$ cat src/rtl/date_pkg.sv
`default_nettype none
// ============================================================================
//  Module      : date_pkg
//  Description : Shared calendar constants and FSM state encoding for the
//                day-of-year to month/day decoder.
//  Revision    : 1.0 - initial release
// ============================================================================
package date_pkg;

    // Month numbers, 1-based as displayed
    localparam logic [3:0] JAN = 4'd1;
    localparam logic [3:0] FEB = 4'd2;
    localparam logic [3:0] MAR = 4'd3;
    localparam logic [3:0] APR = 4'd4;
    localparam logic [3:0] MAY = 4'd5;
    localparam logic [3:0] JUN = 4'd6;
    localparam logic [3:0] JUL = 4'd7;
    localparam logic [3:0] AUG = 4'd8;
    localparam logic [3:0] SEP = 4'd9;
    localparam logic [3:0] OCT = 4'd10;
    localparam logic [3:0] NOV = 4'd11;
    localparam logic [3:0] DEC = 4'd12;

    // Month and year lengths
    localparam logic [4:0] DAYS_LONG      = 5'd31;
    localparam logic [4:0] DAYS_SHORT     = 5'd30;
    localparam logic [4:0] DAYS_FEB       = 5'd28;
    localparam logic [4:0] DAYS_FEB_LEAP  = 5'd29;
    localparam logic [8:0] DAYS_YEAR      = 9'd365;
    localparam logic [8:0] DAYS_LEAP_YEAR = 9'd366;

    // Decoder FSM states
    typedef enum logic [1:0] {
        ST_IDLE  = 2'd0,
        ST_CHECK = 2'd1,
        ST_WALK  = 2'd2,
        ST_FIN   = 2'd3
    } state_t;

endpackage : date_pkg
`default_nettype wire

$ cat src/rtl/days_in_month_lut.sv
`default_nettype none
// ============================================================================
//  Module      : days_in_month_lut
//  Description : Combinational month-length lookup. Returns 0 for month
//                numbers outside 1..12.
//  Revision    : 1.0 - initial release
// ============================================================================
module days_in_month_lut
    import date_pkg::*;
(
    input  logic [3:0] i_month,
    input  logic       i_leap,
    output logic [4:0] o_len
);

    // Month number to length, February depending on leap status
    always_comb begin
        o_len = 5'd0;
        case (i_month)
            JAN, MAR, MAY, JUL, AUG, OCT, DEC: o_len = DAYS_LONG;
            APR, JUN, SEP, NOV:                o_len = DAYS_SHORT;
            FEB:                               o_len = i_leap ? DAYS_FEB_LEAP : DAYS_FEB;
            default:                           o_len = 5'd0;
        endcase
    end

endmodule : days_in_month_lut
`default_nettype wire

$ cat src/rtl/date_from_day_of_year.sv
`default_nettype none
// ============================================================================
//  Module      : date_from_day_of_year
//  Description : Iterative decoder from (year, day-of-year) to
//                (month, day-of-month). Walks one month per clock, subtracting
//                month lengths until the remainder fits in the current month.
//  Revision    : 1.0 - initial release
// ============================================================================
module date_from_day_of_year
    import date_pkg::*;
#(
    parameter int YEAR_W = 12,
    parameter int DOY_W  = 9
) (
    input  logic              clk,
    input  logic              rst_n,
    input  logic              start,
    input  logic [YEAR_W-1:0] year,
    input  logic [DOY_W-1:0]  doy,
    output logic              busy,
    output logic              done,
    output logic              err,
    output logic [3:0]        month,
    output logic [4:0]        day
);

    localparam logic [DOY_W-1:0] C_MAX_NORMAL = DOY_W'(DAYS_YEAR);
    localparam logic [DOY_W-1:0] C_MAX_LEAP   = DOY_W'(DAYS_LEAP_YEAR);

    state_t           r_state;
    logic             r_leap;
    logic [DOY_W-1:0] r_rem;
    logic [3:0]       r_m;
    logic             r_busy;
    logic             r_done;
    logic             r_err;
    logic [3:0]       r_month;
    logic [4:0]       r_day;

    logic [4:0]       w_len;
    logic [DOY_W-1:0] w_len_ext;
    logic [DOY_W-1:0] w_max_doy;
    logic             w_unused_year;

    // Only the low two year bits matter under the 4-year leap rule
    assign w_unused_year = ^year[YEAR_W-1:2];

    assign w_len_ext = DOY_W'(w_len);
    assign w_max_doy = r_leap ? C_MAX_LEAP : C_MAX_NORMAL;

    days_in_month_lut u_lut (
        .i_month (r_m),
        .i_leap  (r_leap),
        .o_len   (w_len)
    );

    // Decoder FSM: capture, range check, month walk, completion pulse
    always_ff @(posedge clk) begin
        if (!rst_n) begin
            r_state <= ST_IDLE;
            r_leap  <= 1'b0;
            r_rem   <= '0;
            r_m     <= 4'd0;
            r_busy  <= 1'b0;
            r_done  <= 1'b0;
            r_err   <= 1'b0;
            r_month <= 4'd0;
            r_day   <= 5'd0;
        end else begin
            r_done <= 1'b0;
            case (r_state)
                ST_IDLE: begin
                    if (start) begin
                        r_leap  <= (year[1:0] == 2'b00);
                        r_rem   <= doy;
                        r_busy  <= 1'b1;
                        r_state <= ST_CHECK;
                    end
                end
                ST_CHECK: begin
                    if ((r_rem == '0) || (r_rem > w_max_doy)) begin
                        r_err   <= 1'b1;
                        r_month <= 4'd0;
                        r_day   <= 5'd0;
                        r_done  <= 1'b1;
                        r_state <= ST_FIN;
                    end else begin
                        r_m     <= JAN;
                        r_state <= ST_WALK;
                    end
                end
                ST_WALK: begin
                    // Range check guarantees the remainder fits by December
                    if (r_rem <= w_len_ext) begin
                        r_month <= r_m;
                        r_day   <= r_rem[4:0];
                        r_err   <= 1'b0;
                        r_done  <= 1'b1;
                        r_state <= ST_FIN;
                    end else begin
                        r_rem <= r_rem - w_len_ext;
                        r_m   <= r_m + 4'd1;
                    end
                end
                ST_FIN: begin
                    r_busy  <= 1'b0;
                    r_state <= ST_IDLE;
                end
                default: begin
                    r_busy  <= 1'b0;
                    r_state <= ST_IDLE;
                end
            endcase
        end
    end

    // The walk must never run past December
    always_ff @(posedge clk) begin
        if (rst_n && (r_state == ST_WALK)) begin
            assert (r_m <= DEC);
        end
    end

    assign busy  = r_busy;
    assign done  = r_done;
    assign err   = r_err;
    assign month = r_month;
    assign day   = r_day;

endmodule : date_from_day_of_year
`default_nettype wire

$ cat config.mk
export PLATFORM = sky130hd
export DESIGN_NAME = date_from_day_of_year
export DESIGN_NICKNAME = d
export VERILOG_FILES = /design/src/rtl/date_pkg.sv /design/src/rtl/days_in_month_lut.sv /design/src/rtl/date_from_day_of_year.sv
export SDC_FILE = /design/constraint.sdc
export NUM_CORES = 1
export LEC_CHECK = 0
export ABC_CLOCK_PERIOD_IN_PS = 3600
export CAP_MARGIN = 20
export CORE_ASPECT_RATIO = 0.5
export CORE_MARGIN = 10
export CORE_UTILIZATION = 53
export DETAILED_ROUTE_END_ITERATION = 8
export PLACE_DENSITY = 0.85
export SLEW_MARGIN = 25
export SYNTH_ARGS = -nofsm -noshare
export SYNTH_HDL_FRONTEND = slang
export SYNTH_SLANG_ARGS = --single-unit
$ cat constraint.sdc
create_clock -name clk -period 3.6 [get_ports clk]
set_input_delay 1.08 -clock clk [delete_from_list [all_inputs] [get_ports clk]]
set_output_delay 1.08 -clock clk [all_outputs]
set_load 0.02 [all_outputs]
# Yosys cells after proc, flatten, opt, wreduce, memory -nomap -nowiden
# Cells that the tools add are included.
[word_totals]
regBits = 28
output_inout_bits = 12
elab_cells = 75
[op_classes]
n_addsub = 2
order_cmp = 2
n_eq_ne = 20
mux = 27
reduce_logical = 15
[op_table]
columns = ["operator", "n"]
rows = [
  ["equality test 4 bit (second input constant)", 5],
  ["2-to-1 mux 9 bit", 2],
  ["case mux 9 bit (2 select lines)", 1],
  ["equality test 4 x 3 -> 1 bit (second input constant)", 4],
  ["2-to-1 mux 4 bit", 4],
  ["case mux 4 bit (2 select lines)", 2],
  ["case mux 5 bit (3 select lines)", 1],
  ["2-to-1 mux 5 bit", 2],
  ["!= test 2 bit (second input constant)", 5],
  ["case mux 5 bit (2 select lines)", 1],
  ["greater-than comparator 9 bit", 1],
  ["<= comparator 9 x 5 -> 1 bit", 1],
  ["logical NOT 9 bit", 1],
  ["AND reduction 3 bit", 3],
  ["subtractor 9 x 5 -> 9 bit", 1],
  ["equality test 4 x 2 -> 1 bit (second input constant)", 2],
  ["case mux 2 bit (4 select lines)", 1],
  ["2-to-1 mux 1 bit", 7],
  ["OR reduction 7 bit", 1],
  ["2-to-1 mux 2 bit", 3],
  ["case mux 1 bit (2 select lines)", 3],
  ["AND reduction 2 bit", 3],
  ["nonzero test 2 bit", 3],
  ["adder 4 x 1 -> 4 bit (second input constant)", 1],
  ["6 further kinds", 8],
]

# Longest topological paths before layout
# Gate-level depths: netlist (run 1).
[logic_depth]
word_depth = 6
mapped_depth = 13

# Cells and area by module
# A second synthesis (run 1) with hierarchy kept.
[hier_totals]
hier_cells = 201
hier_area_um2 = 1721.7
[by_module_without_submodules]
columns = ["module", "n_inst", "cells_per_inst", "area_per_inst_um2", "seq_area_each_um2"]
rows = [
  ["date_from_day_of_year", 1, 191, 1652.8, 560.5],
  ["days_in_month_lut", 1, 10, 68.8, 0.0],
]

# Worst setup path after synthesis (run 1)
# OpenSTA, ideal clock, no wires.
[synth_path]
path_type = "register -> register"
startpoint = "register r_m[0]"
endpoint = "register r_m[1]"
setup_ns = 0.117
arrival_time_ns = 2.788
required_ns = 3.483
setup_slack_ns = 0.694
path_stages_with_launch = 13
path_buffers = 0
synth_period_minus_slack_ns = 2.906
path_cell_list = "dfxtp_1 inv_1 ha_1 nor2b_1 a2111oi_0 a21oi_1 ha_1 nor2b_1 o21ai_0 a21oi_4 o21ai_2 or3_1 a32o_1"
[synth_between]
elab_chain_len = 6
elab_cells_between_ends = 21
[synth_lines]
columns = ["element", "line", "source"]
rows = [
  ["start, declared", "date_from_day_of_year.sv:33", "logic [3:0] r_m;"],
  ["start signal, assigned", "date_from_day_of_year.sv:102", "r_m <= r_m + 4'd1;"],
  ["equality test 4 x 1 -> 1 bit (tied with other cells)", "days_in_month_lut.sv:19", "case (i_month)"],
  ["OR reduction 7 bit or OR reduction 4 bit (tied branches)", "days_in_month_lut.sv:19", ""],
  ["case mux 5 bit (3 select lines)", "days_in_month_lut.sv:19", ""],
  ["<= comparator 9 x 5 -> 1 bit", "date_from_day_of_year.sv:94", "if (r_rem <= w_len_ext) begin"],
  ["!= test 2 bit (no line)", "-", ""],
  ["AND reduction 3 bit (no line)", "-", ""],
]
# Parallel ways exist; a longest one is shown, timed or not. The select of a mux whose other input is x is not followed.
# A chain may end at the register's enable or synchronous reset.

# Final worst setup path (run 1)
# Same ends and word-level chain as after synthesis.

==> results of run 1 <==
## tightest hold or removal path: cells and delay by family (launching register included)
kind	cells	cell delay, ns
flops	1	0.32
mux	1	0.05
simple gates	1	0.05
## power breakdown
| part | switching, mW | internal (mW) |
|---|---|---|
| Sequential | 0.0966 | 0.369 |
| Combinational | 0.649 | 0.444 |
| Clock | 0.102 | 0.149 |
## kinds of logic (layout without fill, tap and decap cells)
kind of cell	Yosys count	in the layout	share of synthesized area (%)
mux	14	14	7.16
fa+ha+maj	13	13	8.54
flops	28	28	28.1
simple gates	101	101	26.2
compound gates	57	57	22.9
buf+inv	24	47	6.16
xor+xnor	2	2	0.880
## cell usage in the layout, fill, tap and decap left out, types with 2 or more instances in the layout
cell type         n
nand2_1          40
dfxtp_1          28
clkdlybuf4s50_1  25
nor2_1           19
a21oi_1          13
mux2i_1          12
ha_1             12
inv_1            11
nand3_1           9
o21ai_0           8
buf_4             6
nand4_1           4
nand2b_1          4
nor2b_1           3
a31oi_1           3
nand3b_1          3
o21ai_2           3
nor3_1            3
or3_1             3
clkbuf_8          3
or4_1             2
o211ai_4          2
o32ai_1           2
mux2_2            2
a21o_2            2
xnor2_1           2
a211oi_1          2
nor4b_1           2
o311ai_0          2
## final timing paths
path | slack [ns] | end | cells past startpoint
min reg2reg | 0.46 | day[0] | 2
min | 0.46 | day[0] | 2
max reg2reg | 0.24 | r_m[1] | 12
max | 0.24 | r_m[1] | 12
## synth_stat cells, types with 2 or more instances
cell type | number | area, um2
nor2_1 | 19 | 71.3
mux2_2 | 2 | 22.5
nor2b_1 | 3 | 18.8
dfxtp_1 | 28 | 561
or4_1 | 2 | 15.0
buf_2 | 2 | 10.0
a21oi_1 | 13 | 65.1
or3_1 | 3 | 18.8
nand2_1 | 40 | 150
ha_1 | 12 | 150
clkbuf_1 | 5 | 18.8
o21ai_0 | 8 | 40.0
buf_4 | 2 | 15.0
a31oi_1 | 3 | 18.8
xnor2_1 | 2 | 17.5
o311ai_0 | 2 | 17.5
o21ai_2 | 3 | 26.3
nor3_1 | 3 | 15.0
a21o_2 | 2 | 17.5
nand4_1 | 4 | 25.0
nor4b_1 | 2 | 17.5
buf_6 | 3 | 33.8
nand3b_1 | 3 | 22.5
a211oi_1 | 2 | 15.0
nand3_1 | 9 | 45.0
inv_1 | 11 | 41.3
nand2b_1 | 4 | 25.0
mux2i_1 | 12 | 120
o32ai_1 | 2 | 17.5
## routing by layer
metal  vias up  GRT usage, %
met5         -             0
met1       865          19.7
met3         6          3.75
li1        907             -
met2        74          24.6
met4         0          3.69
## sequential cells by signal, summed over array words and instances (netlist names)
signal   flops
busy         1
day          5
done         1
err          1
month        4
r_leap       1
r_m          4
r_rem        9
r_state      2
## stage by stage
step,cells,utilization [%]
after floorplan,239,-
after global placement,309,64.4
after detailed placement,309,64.4
after CTS,313,66.5
after global routing,313,66.7
final,313,66.7
## final cells by class
type	count	area (um2)	share of cell area (%)
Sequential cell	28	561	23.8
Inverter	12	45.0	1.91
Clock buffer	3	41.3	1.75
Timing Repair Buffer	31	295	12.5
Clock inverter	1	30.0	1.28
Tap cell	51	63.8	2.71
Multi-Input combinational cell	187	1320	56.0
==> impl_metrics.csv, run 1 <==
group,metric,value,unit
critical_path,critPathBufInv,1,
critical_path,worst-endpoint-required,3.78,ns
timing,report.final.slew_viol_count,0,
cts,insertion_delay,0.28,ns
cts,hold_buffers,0,
run,maxCapViolCount,0,
critical_path,critical_path_class,"flip-flop to flip-flop",
placement,portBuffers,25,
route,wire_per_inst,16.4,um
timing,hold_ws,0.460,ns
die,die_h,63.4,um
timing,setup_viol,0,
synth,yosys_warnings,0,
die,core,3530,um2
critical_path,r2r_start,"r_m[0]",
critical_path,crit_start,"r_m[0]",
worst_hold_path,min_from,"day[0]",
global_route,grt_pass1_vias,1781,
critical_path,cpPeakStageDelay,0.43,ns
cts,htreeDepth,1,
timing,min_period_over_period,93.3,%
route,wl_met3,448,um
synth,yosysUniqueCellTypes,62,
route,dr.first_iter.drc_count,119,
critical_path,cp-start-kind,"flip-flop",
timing,timing.max_slew.rel_slack,60.3,%
synth,syn_area,1990,um2
route,maxUsedRoutingLayer,"met4",
final_layout,synthToLayoutAreaGrowth,18.2,%
timing,finalCriticalPeriod,3.36,ns
cts,root_buffer,"clkbuf_8",
critical_path,endpoint_kind,"flip-flop",
synth,netlist_instances,239,
final_layout,fillCellCount,303,
final_layout,n_antenna_cell,0,
critical_path,critPathMaxFanout,5,
critical_path,critPathSlowestCell,"a2111oi_0",
critical_path,worstPathArrival,3.54,ns
pwr,vdd_ir_drop_max,0.000325,V
synth,ys_seq_area_share,28.1,%
critical_path,crit_chain,"inv_1, ha_1, nor2b_1, a2111oi_0, a21oi_1, ha_1, nor2b_1, o21ai_0, a21oi_4, o21ai_2, or3_1, a32o_1",
die,initial_core_util,56.5,%
global_route,grtUsageTotal,15.2,%
placement,placed_area,2270,um2
cts,cts_setup_buffers,0,
cts,clock_path_buffers,2,
route,vias,1852,
synth,syn-num-nets,276,
die,die_width,107,um
global_route,grt_pass1_wl,8750,um
synth,syn-mean-instance-area,8.33,um2
timing,fmax,298,MHz
route,wl_met1,2260,um
route,drc,0,
route,wl,5120,um
die,die_area,6760,um2
pwr,power-per-cell-area,769,nW/um2
final_layout,final_nets,300,
timing,setup_slack,0.241,ns
synth,synthArstFlopShare,0,%
synth,synth_edf_count,0,
route,dr_wl_met2,2370,um
cts,cts-resized-gates,0,
timing,rsz0062_at_grt,"no",
worst_hold_path,hold_path_class,"flip-flop to flip-flop",
critical_path,critical-path-top-delay-family,"compound AO/OA/AOI/OAI gates",
cts,cts_sinks,28,
timing,skew,0.00361,ns
timing,worstMarginPinSlew,0.593,ns
placement,place.gp.congestion,0.866,
route,dr.pass1.iters,5,
route,antenna_left,0,
status,status,"completed",
global_route,gr-total-overflow,0,
final_layout,drive_gt1_share,11.8,%
global_route,antenna_found_initial,0,
pwr,p_total,1.81,mW
cts,cts_tree,"done",
die,ios,36,
placement,pre_cts_slack,0.253,ns
die,rows,15,
pwr,p_leak,0.862,nW
final_layout,finalInstanceArea,2350,um2
synth,synth-main-ff-cell,"dfxtp_1",
route,vias_per_cell,5.92,
cts,cts_buffers,3,
timing,hold_viol_final,0,
timing,setup_tns,0,ns
cts,clk_pin_slew,0.10,ns
global_route,grt_max_degree,24,
placement,dp_hpwl,3700,um
synth,ys_ff_latch,28,
No activity file was read; power rests on OpenSTA's default activity.
==> inputs of run 2 (changes only) <==
--- a/config.mk
+++ b/config.mk
@@ -6,7 +6,6 @@
 export NUM_CORES = 1
 export LEC_CHECK = 0
 export ABC_CLOCK_PERIOD_IN_PS = 3600
-export CAP_MARGIN = 20
 export CORE_ASPECT_RATIO = 0.5
 export CORE_MARGIN = 10
 export CORE_UTILIZATION = 53
==> results of run 2 <==
Same layout as run 1: the final DEF is identical, and so are final timing and power.
==> inputs of run 3 (changes only) <==
==> constraint.sdc (replaced) <==
create_clock -name clk -period 3.6 [get_ports clk]
set_input_delay 1.08 -clock clk [delete_from_list [all_inputs] [get_ports clk]]
set_output_delay 1.08 -clock clk [all_outputs]
set_load 0.005 [all_outputs]
==> results of run 3 <==
Same layout as run 1 (identical final DEF). Status: completed.
Among the figures that moved: total power 1.81 mW -> 1.80 mW
